### src/rtl/fetch_pkg.sv
// Shared types and constants for the instruction fetch front end.
// Holds the fetch FSM state encoding and the instruction size.
package fetch_pkg;

  typedef enum logic [1:0] {
    ST_IDLE     = 2'd0,
    ST_WAIT_RSP = 2'd1,
    ST_DROP     = 2'd2
  } fetch_state_e;

  localparam int unsigned INST_BYTES = 4;

endpackage

### src/rtl/fetch_fifo.sv
// Circular instruction queue holding {pc, inst} pairs.
// Flush empties the queue and dominates any same-cycle push or pop.
module fetch_fifo #(
  parameter int DEPTH = 4,
  parameter int WIDTH = 64
) (
  input  logic                   clk,
  input  logic                   rst_n,
  input  logic                   i_push,
  input  logic [WIDTH-1:0]       i_push_data,
  input  logic                   i_pop,
  input  logic                   i_flush,
  output logic [$clog2(DEPTH):0] o_count,
  output logic [WIDTH-1:0]       o_head
);

  localparam int AW = $clog2(DEPTH);

  logic [WIDTH-1:0] r_mem [DEPTH];
  logic [AW-1:0]    r_wr_ptr;
  logic [AW-1:0]    r_rd_ptr;
  logic [AW:0]      r_count;
  logic             w_push;
  logic             w_pop;
  logic             w_full;
  logic             w_empty;

  assign w_full  = (r_count == (AW+1)'(DEPTH));
  assign w_empty = (r_count == '0);
  assign w_push  = i_push & ~w_full;
  assign w_pop   = i_pop & ~w_empty;

  always_ff @(posedge clk or negedge rst_n) begin
    if (!rst_n) begin
      r_wr_ptr <= '0;
      r_rd_ptr <= '0;
      r_count  <= '0;
    end else if (i_flush) begin
      r_wr_ptr <= '0;
      r_rd_ptr <= '0;
      r_count  <= '0;
    end else begin
      if (w_push) r_wr_ptr <= r_wr_ptr + 1'b1;
      if (w_pop)  r_rd_ptr <= r_rd_ptr + 1'b1;
      unique case ({w_push, w_pop})
        2'b10:   r_count <= r_count + 1'b1;
        2'b01:   r_count <= r_count - 1'b1;
        default: r_count <= r_count;
      endcase
    end
  end

  // Storage needs no reset; entries are only read when counted valid.
  always_ff @(posedge clk) begin
    if (w_push && !i_flush) begin
      r_mem[r_wr_ptr] <= i_push_data;
    end
  end

  assign o_count = r_count;
  assign o_head  = r_mem[r_rd_ptr];

endmodule

### src/rtl/pc_fetch_unit.sv
// PC generation and single-outstanding instruction fetch with
// redirect handling and a small decoupling queue toward decode.
module pc_fetch_unit
  import fetch_pkg::*;
#(
  parameter int              XLEN     = 32,
  parameter int              DEPTH    = 4,
  parameter logic [XLEN-1:0] RESET_PC = '0
) (
  input  logic            clk,
  input  logic            reset,
  input  logic            branch_taken,
  input  logic [XLEN-1:0] branch_tgt,
  input  logic            jump,
  input  logic [XLEN-1:0] jump_tgt,
  output logic            imem_req_valid,
  input  logic            imem_req_ready,
  output logic [XLEN-1:0] imem_addr,
  input  logic            imem_rsp_valid,
  input  logic [XLEN-1:0] imem_rsp_data,
  output logic            out_valid,
  input  logic            out_ready,
  output logic [XLEN-1:0] out_pc,
  output logic [XLEN-1:0] out_inst
);

  localparam int CW = $clog2(DEPTH) + 1;

  fetch_state_e      r_state;
  fetch_state_e      w_state_nxt;
  logic [XLEN-1:0]   r_fetch_pc;
  logic [XLEN-1:0]   r_req_pc;
  logic [XLEN-1:0]   w_redir_tgt;
  logic              w_redirect;
  logic              w_req_fire;
  logic              w_has_room;
  logic              w_push;
  logic              w_pop;
  logic [CW-1:0]     w_count;
  logic [2*XLEN-1:0] w_head;

  assign w_redirect  = jump | branch_taken;
  assign w_redir_tgt = (jump ? jump_tgt : branch_tgt)
                     & ~XLEN'(INST_BYTES - 1);
  assign w_has_room  = (w_count < CW'(DEPTH));

  always_comb begin
    w_state_nxt    = r_state;
    imem_req_valid = 1'b0;
    w_push         = 1'b0;
    unique case (r_state)
      ST_IDLE: begin
        imem_req_valid = w_has_room & ~w_redirect;
        if (w_has_room && !w_redirect && imem_req_ready) begin
          w_state_nxt = ST_WAIT_RSP;
        end
      end
      ST_WAIT_RSP: begin
        if (w_redirect) begin
          w_state_nxt = imem_rsp_valid ? ST_IDLE : ST_DROP;
        end else if (imem_rsp_valid) begin
          w_push      = 1'b1;
          w_state_nxt = ST_IDLE;
        end
      end
      ST_DROP: begin
        if (imem_rsp_valid) w_state_nxt = ST_IDLE;
      end
      default: w_state_nxt = ST_IDLE;
    endcase
  end

  assign w_req_fire = imem_req_valid & imem_req_ready;

  always_ff @(posedge clk or negedge reset) begin
    if (!reset) r_state <= ST_IDLE;
    else        r_state <= w_state_nxt;
  end

  // A redirect can never coincide with a request handshake.
  always_ff @(posedge clk or negedge reset) begin
    if (!reset) begin
      r_fetch_pc <= RESET_PC;
    end else if (w_redirect) begin
      r_fetch_pc <= w_redir_tgt;
    end else if (w_req_fire) begin
      r_fetch_pc <= r_fetch_pc + XLEN'(INST_BYTES);
    end
  end

  always_ff @(posedge clk or negedge reset) begin
    if (!reset)          r_req_pc <= '0;
    else if (w_req_fire) r_req_pc <= r_fetch_pc;
  end

  assign imem_addr = r_fetch_pc;
  assign out_valid = (w_count != '0);
  assign w_pop     = out_valid & out_ready;

  fetch_fifo #(
    .DEPTH (DEPTH),
    .WIDTH (2*XLEN)
  ) u_fifo (
    .clk         (clk),
    .rst_n       (reset),
    .i_push      (w_push),
    .i_push_data ({r_req_pc, imem_rsp_data}),
    .i_pop       (w_pop),
    .i_flush     (w_redirect),
    .o_count     (w_count),
    .o_head      (w_head)
  );

  assign out_pc   = w_head[2*XLEN-1:XLEN];
  assign out_inst = w_head[XLEN-1:0];

endmodule
### config.mk
export PLATFORM = sky130hd
export DESIGN_NAME = pc_fetch_unit
export DESIGN_NICKNAME = d
export VERILOG_FILES = /design/src/rtl/fetch_pkg.sv /design/src/rtl/fetch_fifo.sv /design/src/rtl/pc_fetch_unit.sv
export SDC_FILE = /design/constraint.sdc
export NUM_CORES = 1
export LEC_CHECK = 0
export ABC_CLOCK_PERIOD_IN_PS = 4100
export CAP_MARGIN = 5
export CELL_PAD_IN_SITES_DETAIL_PLACEMENT = 1
export CELL_PAD_IN_SITES_GLOBAL_PLACEMENT = 1
export CORE_MARGIN = 4
export CORE_UTILIZATION = 40
export CTS_BUF_LIST = sky130_fd_sc_hd__clkbuf_4 sky130_fd_sc_hd__clkbuf_8
export CTS_CLUSTER_SIZE = 12
export DETAILED_ROUTE_END_ITERATION = 16
export PLACE_DENSITY = 0.69
export SETUP_SLACK_MARGIN = 0.2
export SLEW_MARGIN = 30
export SYNTH_ARGS = -nofsm -noshare
export SYNTH_HDL_FRONTEND = slang
export SYNTH_SLANG_ARGS = --single-unit
### constraint.sdc
create_clock -name clk -period 4.1 [get_ports clk]
set_clock_uncertainty 0.1 [all_clocks]
set_input_delay 0.41 -clock clk [delete_from_list [all_inputs] [get_ports clk]]
set_output_delay 0.41 -clock clk [all_outputs]
set_load 0.03 [all_outputs]
==> summary.txt <==
Run
  • Max_cap viols: 0

Layout
  • Final core occ: 51.6%
  • Area occupied by registers: 9180 µm²
  • Ant. Diodes: 0
  • Filler cells: 3077
  • Design area: 16400 µm²
  • P&R area growth vs syn: 26.4%
  • Number of nets in the layout: 1136
  • Area of the multi-input gates: 3490 µm²
  • Layout cells sized above 1: 17.2%

Worst setup path
  • CP Max Fanout: 23
  • Critical path launch point type: flip-flop
  • R2r worst-path depth: 7
  • WS Path Type: flip-flop to output port
  • WP data required: 3.59 ns
  • Worst Setup End Kind: output port
  • Crit path DAT: 2.90 ns
  • Worst R2R Setup Slack: 1.55 ns
  • Crit path from: u_fifo.r_rd_ptr[0]$_DFFE_PN0P_
  • Reg2Reg Capture Point: u_fifo.o_count[2]$_DFFE_PN0P_
  • Crit path to: out_pc[24]
  • R2r startpoint: u_fifo.o_count[2]$_DFFE_PN0P_

Power
  • Internal Pwr Total: 5380 µW
  • NetSw: 1640 µW
  • Sw Share: 23.4%
  • Peak supply drop: 0.150 mV
  • Leakage: 0.00577 µW
  • Clock network fraction of total power: 38.4%
  • P per Cell Area: 429 nW/µm²
  • Final Power: 7020 µW
  • Combinational fraction of design power: 7.6%
  • Share of power burned in registers: 54.0%

Clock tree
  • Total CTS buffers: 52
  • CTS clk-pin slew, worst paths: 0.06 ns
  • Clk sinks: 317
  • Clock tree root buffer cell: clkbuf_8
  • Clock Tree Buf Depth: 3
  • # hold bufs at CTS: 1
  • CTS tree: yes
  • Worst skew pair latency: 0.57 ns
  • H-tree depth: 2
  • Post-CTS setup buffers: 0
  • PostCTS Resize Cnt: 0

Global routing
  • Global route overflow: 0
  • Antenna violations before repair: 1
  • GR Util All Layers: 17.5%
  • Pin count of the biggest net entering global routing: 70
  • Vias in the first global route: 8375
  • First-pass GRT wire length: 48.8 mm

Floorplan
  • Total die area: 35300 µm²
  • Die Wd: 188 µm
  • Starting Density: 40.8%
  • Row cnt: 65
  • I/O Pins: 201
  • Core area: 31700 µm²
  • Die Y: 188 µm

Place
  • Detailed Place HPWL: 20.1 mm
  • Placer Congestion: 0.786
  • IO Port Bufs: 192
  • Placed instance area: 15300 µm²

Routing
  • DRC viols: 0
  • Routed vias: 7659
  • Routed wire length: 30.8 mm
  • Final ANT Viol Nets: 0
  • WL per Instance: 21.0 µm
  • Avg Vias per Cell: 5.22
  • Drt initial violations: 438
  • Drt pass-1 iters: 4

Worst hold path
  • Worst Hold Class: input port to flip-flop

Yosys
  • Yosys warns: 0
  • Post-synth top flop: edfxtp_1
  • Ys async rst share: 21.8%
  • Yosys top cell area share: 57.5%
  • Post-Syn Area: 12900 µm²
  • Synthesis-stage register bit count: 317
  • Synth area leaders: edfxtp_1 (58%), dfrtp_1 (13%), mux4_2 (11%), nand2_1 (3.6%), a21oi_1 (1.9%)
  • Gate Count Post-Synth: 809
  • Post-synthesis area per instance: 16.0 µm²
  • Yosys cell types: 60
  • Cell taking the most area after synthesis: edfxtp_1
  • EDFF count, synth: 248
  • Sequential share of the synthesized area: 70.9%

STA
  • Setup TNS Final: 0 ns
  • Fin. Hold Viols: 0
  • RSZ-0062 raised after global routing: false
  • Setup violators final: 0
  • Worst-margin pin slew: 0.787 ns
  • F_max: 293 MHz
  • Slew HR: 47.3%
  • Tcrit/Tclk final: 83.1%
  • Minimum clock period: 3.41 ns
  • Final Max Slew Viols: 0

Status
  • Status: complete, no violations
-- sequential cells by signal (all words and copies together), names as in the netlist --
signal,flops
u_fifo.r_wr_ptr,2
u_fifo.r_rd_ptr,2
u_fifo.o_count,3
u_fifo.r_mem,248
imem_addr,30
r_req_pc,30
r_state,2
-- cell usage after synthesis (all sizes together) (9+ instances only) --
master / count
xor2: 10
mux4: 62
nor2: 34
dfrtp: 69
nand4: 9
clkbuf: 20
and3: 11
edfxtp: 248
o21ai: 22
a21oi: 48
nand3: 14
nand2: 124
inv: 15
buf: 28
-- cells by family after synthesis --
kind of cell	after synthesis	share of synthesized area, %
other	1	0.0290
multiplexers	66	11.1
AND/OR/NAND/NOR	231	8.54
flip-flops	317	70.9
XOR/XNOR	14	0.947
buffers and inverters	63	2.33
AO/OA/AOI/OAI	110	5.43
adder cells (fa/ha/maj)	7	0.735
-- cells in the final DEF (no fill, tap or decap), types with 10 or more instances in the layout --
cell               n
o21ai_0           21
buf_4             10
clkdlybuf4s50_1  190
nand2_1          123
inv_1             15
clkinv_1          11
mux4_2            62
and3_1            11
clkbuf_8          52
clkbuf_4          21
dfrtp_1           67
a21oi_1           48
nor2_1            33
xor2_1            10
edfxtp_1         248
nand3_1           13
-- layout make-up --
| cell class | instances | share of cell area [%] |
|---|---|---|
| flip-flops and latches | 317 | 56.1 |
| inverters | 15 | 0.344 |
| clock inverters | 20 | 0.910 |
| well taps | 402 | 3.08 |
| repair buffers | 208 | 12.9 |
| multi-input cells | 432 | 21.3 |
| clock buffers | 73 | 5.34 |
-- how the worst min path moves through the flow --
stage                                   from                            end  slack [ns]  cells past startpoint
floorplan                              reset      imem_addr[10]$_DFFE_PN0P_        0.01                      0
CTS                                     jump      imem_addr[16]$_DFFE_PN0P_        0.11                      3
global placement    r_req_pc[15]$_DFFE_PN0P_  u_fifo.r_mem[2][47]$_DFFE_PP_        0.39                      0
finish                                  jump      imem_addr[16]$_DFFE_PN0P_        0.14                      3
detailed placement  r_req_pc[15]$_DFFE_PN0P_  u_fifo.r_mem[3][47]$_DFFE_PP_        0.41                      0
global route                            jump      imem_addr[16]$_DFFE_PN0P_        0.12                      3
-- metal layers --
| metal | routed length, µm | part of all wire (%) | GRT usage (%) | vias up |
|---|---|---|---|---|
| li1 | - | - | - | 3536 |
| met1 | 13500 | 44 | 23.5 | 3859 |
| met2 | 14900 | 49 | 28.9 | 208 |
| met3 | 1760 | 5.7 | 4.45 | 54 |
| met4 | 585 | 1.9 | 4.55 | 2 |
| met5 | 13 | 0.042 | 0 | - |
-- power groups by stage --
stage / clock [µW] / sequential, µW / combinational (µW)
final: 2700 / 3790 / 533
after global routing: 2970 / 3810 / 588
after CTS: 2790 / 3790 / 540
after detailed placement: 0 / 3850 / 536
after global placement: 0 / 3840 / 528
after floorplan: 0 / 3850 / 224
-- critical path: stages (launching register included) --
cell and delay, ns:
dfrtp_4 0.75, buf_4 0.38, mux4_2 0.57, clkdlybuf4s50_1 0.61
-- stage by stage --
step	hold WS, ns	std cells	setup WS, ns
detailed placement	0.408	1373	1.20
global placement	0.393	1369	1.21
floorplan	0.0144	812	0.882
finish	0.140	1467	0.691
global route	0.116	1467	0.465
CTS	0.111	1467	0.570
Note: power is estimated with default switching activity, not from simulation.
